--- src/rtl/mapper_init_seq.sv ---
// mapper_init_seq: unlocks a cartridge mapper, checks its 18-bit ID stream, then
// writes and reads back the four bank registers C0h..C3h.
module mapper_init_seq #(
    parameter logic [7:0] LAO_VAL  = 8'h00,
    parameter logic [7:0] RAM_VAL  = 8'h00,
    parameter logic [7:0] ROM0_VAL = 8'h00,
    parameter logic [7:0] ROM1_VAL = 8'h00
) (
    input  logic       CLK,
    input  logic       RSTn,
    input  logic       START,
    input  logic       SO,
    input  logic [7:0] DQ_IN,
    output logic [7:0] ADDR,
    output logic [7:0] DQ_OUT,
    output logic       DQ_OE,
    output logic       CEn,
    output logic       OEn,
    output logic       WEn,
    output logic       SSn,
    output logic       BUSY,
    output logic       DONE,
    output logic       ERR,
    output logic [1:0] ERR_CODE
);
    localparam logic [17:0] MAGIC = 18'h05140;

    typedef enum logic [3:0] {
        IDLE, UNLK_ACK, UNLK_NAK, CAPTURE, WR_SETUP, WR_STROBE,
        WR_HOLD, RD_DRIVE, RD_SAMPLE, DONE_ST, ERR_ST
    } state_t;

    state_t      state_q, state_d;
    logic [1:0]  n_q, n_d, err_code_q, err_code_d;
    logic [4:0]  cnt_q, cnt_d;
    logic [17:0] cap_q, cap_d;
    logic [7:0]  addr_q, addr_d, dq_out_q, dq_out_d;
    logic        dq_oe_q, dq_oe_d, ce_n_q, ce_n_d, oe_n_q, oe_n_d, we_n_q, we_n_d;
    logic        busy_q, busy_d, done_q, done_d, err_q, err_d, wr, rd;

    function automatic logic [7:0] bank_val(input logic [1:0] i);
        return i == 2'd0 ? LAO_VAL : i == 2'd1 ? RAM_VAL : i == 2'd2 ? ROM0_VAL : ROM1_VAL;
    endfunction

    always_comb begin
        state_d    = state_q;
        n_d        = n_q;
        cnt_d      = cnt_q;
        cap_d      = cap_q;
        err_code_d = err_code_q;
        case (state_q)
            IDLE:      state_d = START ? UNLK_ACK : IDLE;
            UNLK_ACK:  state_d = UNLK_NAK;
            UNLK_NAK: begin
                state_d = CAPTURE;
                cnt_d   = 5'd0;
            end
            CAPTURE: begin
                cap_d = {SO, cap_q[17:1]};
                cnt_d = cnt_q + 5'd1;
                if (cnt_q == 5'd17) begin
                    state_d    = cap_d == MAGIC ? WR_SETUP : ERR_ST;
                    err_code_d = cap_d == MAGIC ? err_code_q : 2'b01;
                    n_d        = 2'd0;
                end
            end
            WR_SETUP:  state_d = WR_STROBE;
            WR_STROBE: state_d = WR_HOLD;
            WR_HOLD:   state_d = RD_DRIVE;
            RD_DRIVE:  state_d = RD_SAMPLE;
            RD_SAMPLE: begin
                state_d    = DQ_IN != bank_val(n_q) ? ERR_ST : n_q == 2'd3 ? DONE_ST : WR_SETUP;
                err_code_d = DQ_IN != bank_val(n_q) ? 2'b10 : err_code_q;
                n_d        = DQ_IN == bank_val(n_q) && n_q != 2'd3 ? n_q + 2'd1 : n_q;
            end
            // the mapper stays unlocked, so a rerun goes straight to the bank writes
            DONE_ST: begin
                state_d = START ? WR_SETUP : DONE_ST;
                n_d     = START ? 2'd0 : n_q;
            end
            ERR_ST:    state_d = ERR_ST;
            default:   state_d = IDLE;
        endcase
        wr       = state_d inside {WR_SETUP, WR_STROBE, WR_HOLD};
        rd       = state_d inside {RD_DRIVE, RD_SAMPLE};
        addr_d   = state_d == UNLK_ACK ? 8'h5A : state_d == UNLK_NAK ? 8'hA5 :
                   (wr || rd) ? {6'b110000, n_d} : 8'hFF;
        dq_out_d = wr ? bank_val(n_d) : 8'h00;
        dq_oe_d  = wr;
        ce_n_d   = !(wr || rd);
        oe_n_d   = !rd;
        we_n_d   = state_d != WR_STROBE;
        busy_d   = !(state_d inside {IDLE, DONE_ST, ERR_ST});
        done_d   = state_d == DONE_ST;
        err_d    = state_d == ERR_ST;
    end

    // outputs are registered from the next state so they line up with state_q
    always_ff @(posedge CLK or negedge RSTn) begin
        if (!RSTn) begin
            state_q    <= IDLE;
            n_q        <= 2'd0;
            cnt_q      <= 5'd0;
            cap_q      <= '1;
            err_code_q <= 2'b00;
            addr_q     <= 8'hFF;
            dq_out_q   <= 8'h00;
            dq_oe_q    <= 1'b0;
            ce_n_q     <= 1'b1;
            oe_n_q     <= 1'b1;
            we_n_q     <= 1'b1;
            busy_q     <= 1'b0;
            done_q     <= 1'b0;
            err_q      <= 1'b0;
        end else begin
            state_q    <= state_d;
            n_q        <= n_d;
            cnt_q      <= cnt_d;
            cap_q      <= cap_d;
            err_code_q <= err_code_d;
            addr_q     <= addr_d;
            dq_out_q   <= dq_out_d;
            dq_oe_q    <= dq_oe_d;
            ce_n_q     <= ce_n_d;
            oe_n_q     <= oe_n_d;
            we_n_q     <= we_n_d;
            busy_q     <= busy_d;
            done_q     <= done_d;
            err_q      <= err_d;
        end
    end

    assign ADDR     = addr_q;
    assign DQ_OUT   = dq_out_q;
    assign DQ_OE    = dq_oe_q;
    assign CEn      = ce_n_q;
    assign OEn      = oe_n_q;
    assign WEn      = we_n_q;
    assign SSn      = 1'b1;
    assign BUSY     = busy_q;
    assign DONE     = done_q;
    assign ERR      = err_q;
    assign ERR_CODE = err_code_q;
endmodule

--- config.mk ---
export PLATFORM = sky130hd
export DESIGN_NAME = mapper_init_seq
export DESIGN_NICKNAME = d
export VERILOG_FILES = /design/src/rtl/mapper_init_seq.sv
export SDC_FILE = /design/constraint.sdc
export NUM_CORES = 1
export LEC_CHECK = 0
export ABC_AREA = 1
export CAP_MARGIN = 15
export CORE_MARGIN = 1.5
export CORE_UTILIZATION = 30
export DETAILED_ROUTE_END_ITERATION = 12
export PLACE_DENSITY = 0.48
export REMOVE_ABC_BUFFERS = 1
export SLEW_MARGIN = 25
export SYNTH_ARGS = -nofsm -noshare
export SYNTH_HDL_FRONTEND = slang
export SYNTH_SLANG_ARGS = --single-unit
--- constraint.sdc ---
create_clock -name CLK -period 1.9 [get_ports CLK]
set_clock_uncertainty 0.1 [all_clocks]
set_input_delay 0.19 -clock CLK [delete_from_list [all_inputs] [get_ports CLK]]
set_output_delay 0.19 -clock CLK [all_outputs]
set_load 0.03 [all_outputs]
# Word level (Yosys, flattened, before mapping)
# Index checks and enable logic that the tools add are counted.
[totals]
ff_bits = 46
in_bits = 12
[classes]
addsub = 2
n_eq_ne = 27
muxes = 19
reduce_logical = 15
[ops]
columns = ["operator", "count"]
rows = [
  ["$pmux 4 s11", 1],
  ["$eq 4x3->1 const B", 8],
  ["$eq 4x4->1 const B", 6],
  ["$mux 4", 5],
  ["$eq 18x15->1 const B", 1],
  ["$eq 4x2->1 const B", 3],
  ["$mux 2", 6],
  ["$pmux 5 s2", 1],
  ["$eq 4x1->1 const B", 2],
  ["$logic_not 4->1", 2],
  ["$logic_not 8->1", 1],
  ["$mux 8", 1],
  ["$ne 2x2->1 const B", 4],
  ["$reduce_bool 8->1", 1],
  ["$mux 7", 1],
  ["$mux 6", 1],
  ["$pmux 2 s3", 1],
  ["$reduce_bool 2->1", 3],
  ["$reduce_bool 3->1", 2],
  ["$add 5x1->5 const B", 1],
  ["$eq 5x5->1 const B", 1],
  ["$ne 4x3->1 const B", 1],
  ["$pmux 2 s2", 1],
  ["$reduce_and 4->1", 1],
  ["6 further kinds", 8],
]

# Depth between registers and ports, before layout
[depth]
word_depth = 10
ltp_mapped = 13
depth_no_buf = 13

# Worst setup path after synthesis
# OpenSTA, ideal clock, no wires.
[synth_timing]
path_kind = "register to register"
start = "reg cap_q[13]"
end = "reg busy_q (netlist: BUSY)"
setup_ns = 0.115
arrival_ns = 1.293
required_time_ns = 1.685
path_slack_ns = 0.391
path_stages_with_launch = 12
path_buffers = 0
period_less_slack_ns = 1.509
path_cell_list = "dfstp_2 -> inv_1 -> nor2_1 -> nand2_1 -> nor2_1 -> nand3_1 -> nand2_2 -> inv_2 -> nor2_2 -> nand2_1 -> nor2_1 -> nor2_1"
[synth_between]
elab_chain_cells = 7
word_cells_on_any_way = 9
classes_between = "3 x eq/ne; 3 x mux; 3 x reduce/logical"
[synth_rtl]
columns = ["item", "line", "text"]
rows = [
  ["start: declaration", "36", "logic [17:0] cap_q, cap_d;"],
  ["start signal: assignment", "119", "cap_q <= cap_d;"],
  ["$eq 18x15->1 (*)", "62", "state_d = cap_d == MAGIC ? WR_SETUP : ERR_ST;"],
  ["$mux 4 (*)", "62", ""],
  ["$mux 4 (*)", "61", "if (cnt_q == 5'd17) begin"],
  ["$pmux 4 s11 (*)", "51", "case (state_q)"],
  ["$eq 4x4->1 / $logic_not 4->1 (equally long branches)", "93", "busy_d = !(state_d inside {IDLE, DONE_ST, ERR_ST});"],
  ["$reduce_bool 3->1 (*)", "93", ""],
  ["$logic_not 1->1 (*)", "93", ""],
  ["named net busy_d", "39", "logic busy_q, busy_d, done_q, done_d, err_q, err_d, wr, rd;"],
  ["end signal: assignment", "127", "busy_q <= busy_d;"],
  ["end: declaration", "39", ""],
]
# Mark *: on every way through the listed nets, which the timed path passes. The rest lies on a longest branch.
# A chain may end at the register's enable or synchronous reset.

# Worst setup path after layout
[layout_timing]
start = "reg addr_q[2] (netlist: ADDR[2])"
end = "out ADDR[2]"
[layout_rtl]
columns = ["item", "line", "text"]
rows = [
  ["start: declaration", "37", "logic [7:0] addr_q, addr_d, dq_out_q, dq_out_d;"],
  ["start signal: assignment", "121", "addr_q <= addr_d;"],
  ["end: declaration", "14", "output logic [7:0] ADDR,"],
]
# No word-level cell between the ends.

==> metrics.txt <==
largest net degree at the start of global routing=44; Root Buffer=clkbuf_8; met1 usage=16.4%; drt wl/cell=10.4 um; area leader, netlist=dfstp_2; Crit path largest cell delay=660 ps; fin crit period=1780 ps; leakage power=1.23 nW; Max Freq=561 MHz; most frequent cells in the layout=nand2_1, inv_1, nor2_1, clkdlybuf4s50_1, dfstp_2; Crit path depth=1; crit path buf inv count=1; Crit. End Element=output port; row count=30; Detailed Route Iter0 Violations=75; DP HPWL=2.90 mm; crit share post-route=93.7%; Clock Path Buffers=2; TNS Setup=0 ps; clock power share=22.2%; Crit Path Max Fanout=2; HP Start=SO; worst reg2reg path endpoint=BUSY; Net Switching=1.23 mW; top post-synthesis cells by area=dfstp_2, dfrtp_1, nand2_1, inv_1, nor2_1; Critical Path Start Type=flop; CTS tree=built; Int Pwr=2.10 mW; final max-slew violation count=0; GRT overflow=0; Core Box Area=6790 um^2; Final setup viols=0; Starting Density=31.2%; Clk Latency, worst-skew pair=290 ps; Critical-path top delay cell=clkdlybuf4s50_1; Synth Area per Inst=8.12 um^2; Hold Violations, Final=0; die height=87.0 um; fillers=699; via/cell ratio=4.06; Final Power=3.33 mW; GPL Wtd Cong=0.779; number of global-route vias before repair=1485; VDD IR max=0.449 mV; power density over cell area=1280 nW/um^2; first-pass GRT wire length=6.93 mm; HP Class=primary input to flop; Data arrival, critical path=1490 ps; hold_ws=345 ps; # IOs=38; status=completed; most common library cell in the layout ignoring fill and taps=nand2_1; hold endpoint=cap_q[17]; Layout area overhead=23.3%; Max H-tree Level=2; via count=1591; n_diodes=0; worst slew pin tran=538 ps; hold path depth=3; ANT nets after route=0; worst path required time=1610 ps; Crit Path Class=flop to output port; GR Util met2=17.4%; Gate Count Post-Synth=261; Seq/Total Area, Yosys=52.3%; GRT Util Overall=11.8%; R2R setup slack=160 ps; die area=7570 um^2; First-pass DRT Iterations=4; Comb pwr share=35.3%; met3 usage=3.13%; post-cts gate resize count=0; initial antenna violation count=0; die extent in x=87.0 um; top cell type's share of synthesized area=32.3%; gr busiest metal=met2; R2R cell count=11; synthesis-stage register bit count=43; final wirelength=4.09 mm; Mapped Area=2120 um^2; Switching Share=36.9%; Netlist cell types=25; Relative slew margins=64.2%; total CTS buffers=5; Max-cap violations=0; worst path cell trace=clkdlybuf4s50_1; share of cells above drive strength 1=21.3%; nets=310; residual DRC count=0; Port Buffers=28; Synth Warn #=0; Clk pin slew, worst setup/hold paths=90 ps; Top Family by Delay on Critical Path=buffers and inverters; Flop pwr share=42.6%; reg2reg start=cnt_q[1]; clock sink count=43
metrics by stage:
stage	setup slack [ps]	utilization, %	instances	area (um^2)
2_1_floorplan	330	-	254	2050
3_3_place_gp	101	36.3	381	2470
3_5_place_dp	108	36.3	381	2470
4_1_cts	106	38.2	390	2600
5_1_grt	-23.4	38.4	392	2610
6_report	119	38.4	392	2610
state kept, by name, summed over array words and instances (netlist names):
signal	cells
ADDR	6
state_q	4
DONE	1
DQ_OE	1
BUSY	1
WEn	1
ERR_CODE	2
OEn	1
cap_q	17
ERR	1
cnt_q	5
n_q	2
CEn	1
metal layers:
layer | vias up | part of all wire (%)
li1 | 832 | -
met1 | 724 | 51
met2 | 33 | 45
met3 | 2 | 3.8
met4 | 0 | 0.93
met5 | - | 0
cell families after synthesis:
kind of cell             share of synthesized area (%)
AO/OA/AOI/OAI                                     8.15
XOR/XNOR                                         0.414
adder cells (fa/ha/maj)                           1.77
buffers and inverters                             12.8
flip-flops                                        52.3
other                                            0.355
AND/OR/NAND/NOR                                   24.2
area by class of cell:
cell class | count | area [um^2] | area share, %
clock buffer | 6 | 82.6 | 3.16
clock inverter | 2 | 35.0 | 1.34
inverter | 47 | 176 | 6.76
multi-input combinational | 164 | 766 | 29.3
sequential | 43 | 1110 | 42.5
tap | 96 | 120 | 4.60
timing repair buffer | 34 | 323 | 12.4
worst max path at each step:
stage                from      end  slack [ps]
2_1_floorplan  state_q[0]     BUSY         330
3_3_place_gp           SO     BUSY         100
3_5_place_dp           SO     BUSY         110
4_1_cts           ADDR[2]  ADDR[2]         110
5_1_grt          cnt_q[1]     BUSY         -20
6_report          ADDR[2]  ADDR[2]         120
synthesized netlist by cell type:
library cell	count
o21bai_1	1
nor2_2	6
buf_4	11
clkbuf_1	3
nand2_4	1
o21ai_2	1
dfrtp_1	17
inv_1	39
dfstp_2	26
ha_1	3
inv_2	8
nor2_4	3
o32ai_1	1
or2_1	1
nor2_1	36
nand3_1	6
a21oi_1	3
xor2_1	1
o21ai_1	1
o22ai_1	3
conb_1	2
nand2_2	3
nand2_1	64
a31o_2	1
o21ai_0	20
power groups by stage:
stage                     Clock [mW]  Combinational [mW]  Sequential [mW]
after detailed placement           0                1.18             1.43
after global placement             0                1.17             1.43
after global routing           0.794                1.35             1.45
final                          0.739                1.18             1.42
after floorplan                    0               0.672             1.53
after CTS                      0.762                1.19             1.42
repair_timing:
item	4_1_cts	5_1_grt
setup buffers	0	2
endpoints found under the setup margin	0	1
endpoints found under the hold margin	17	0
hold buffers	1	0
Note: power is estimated with default switching activity, not from simulation.
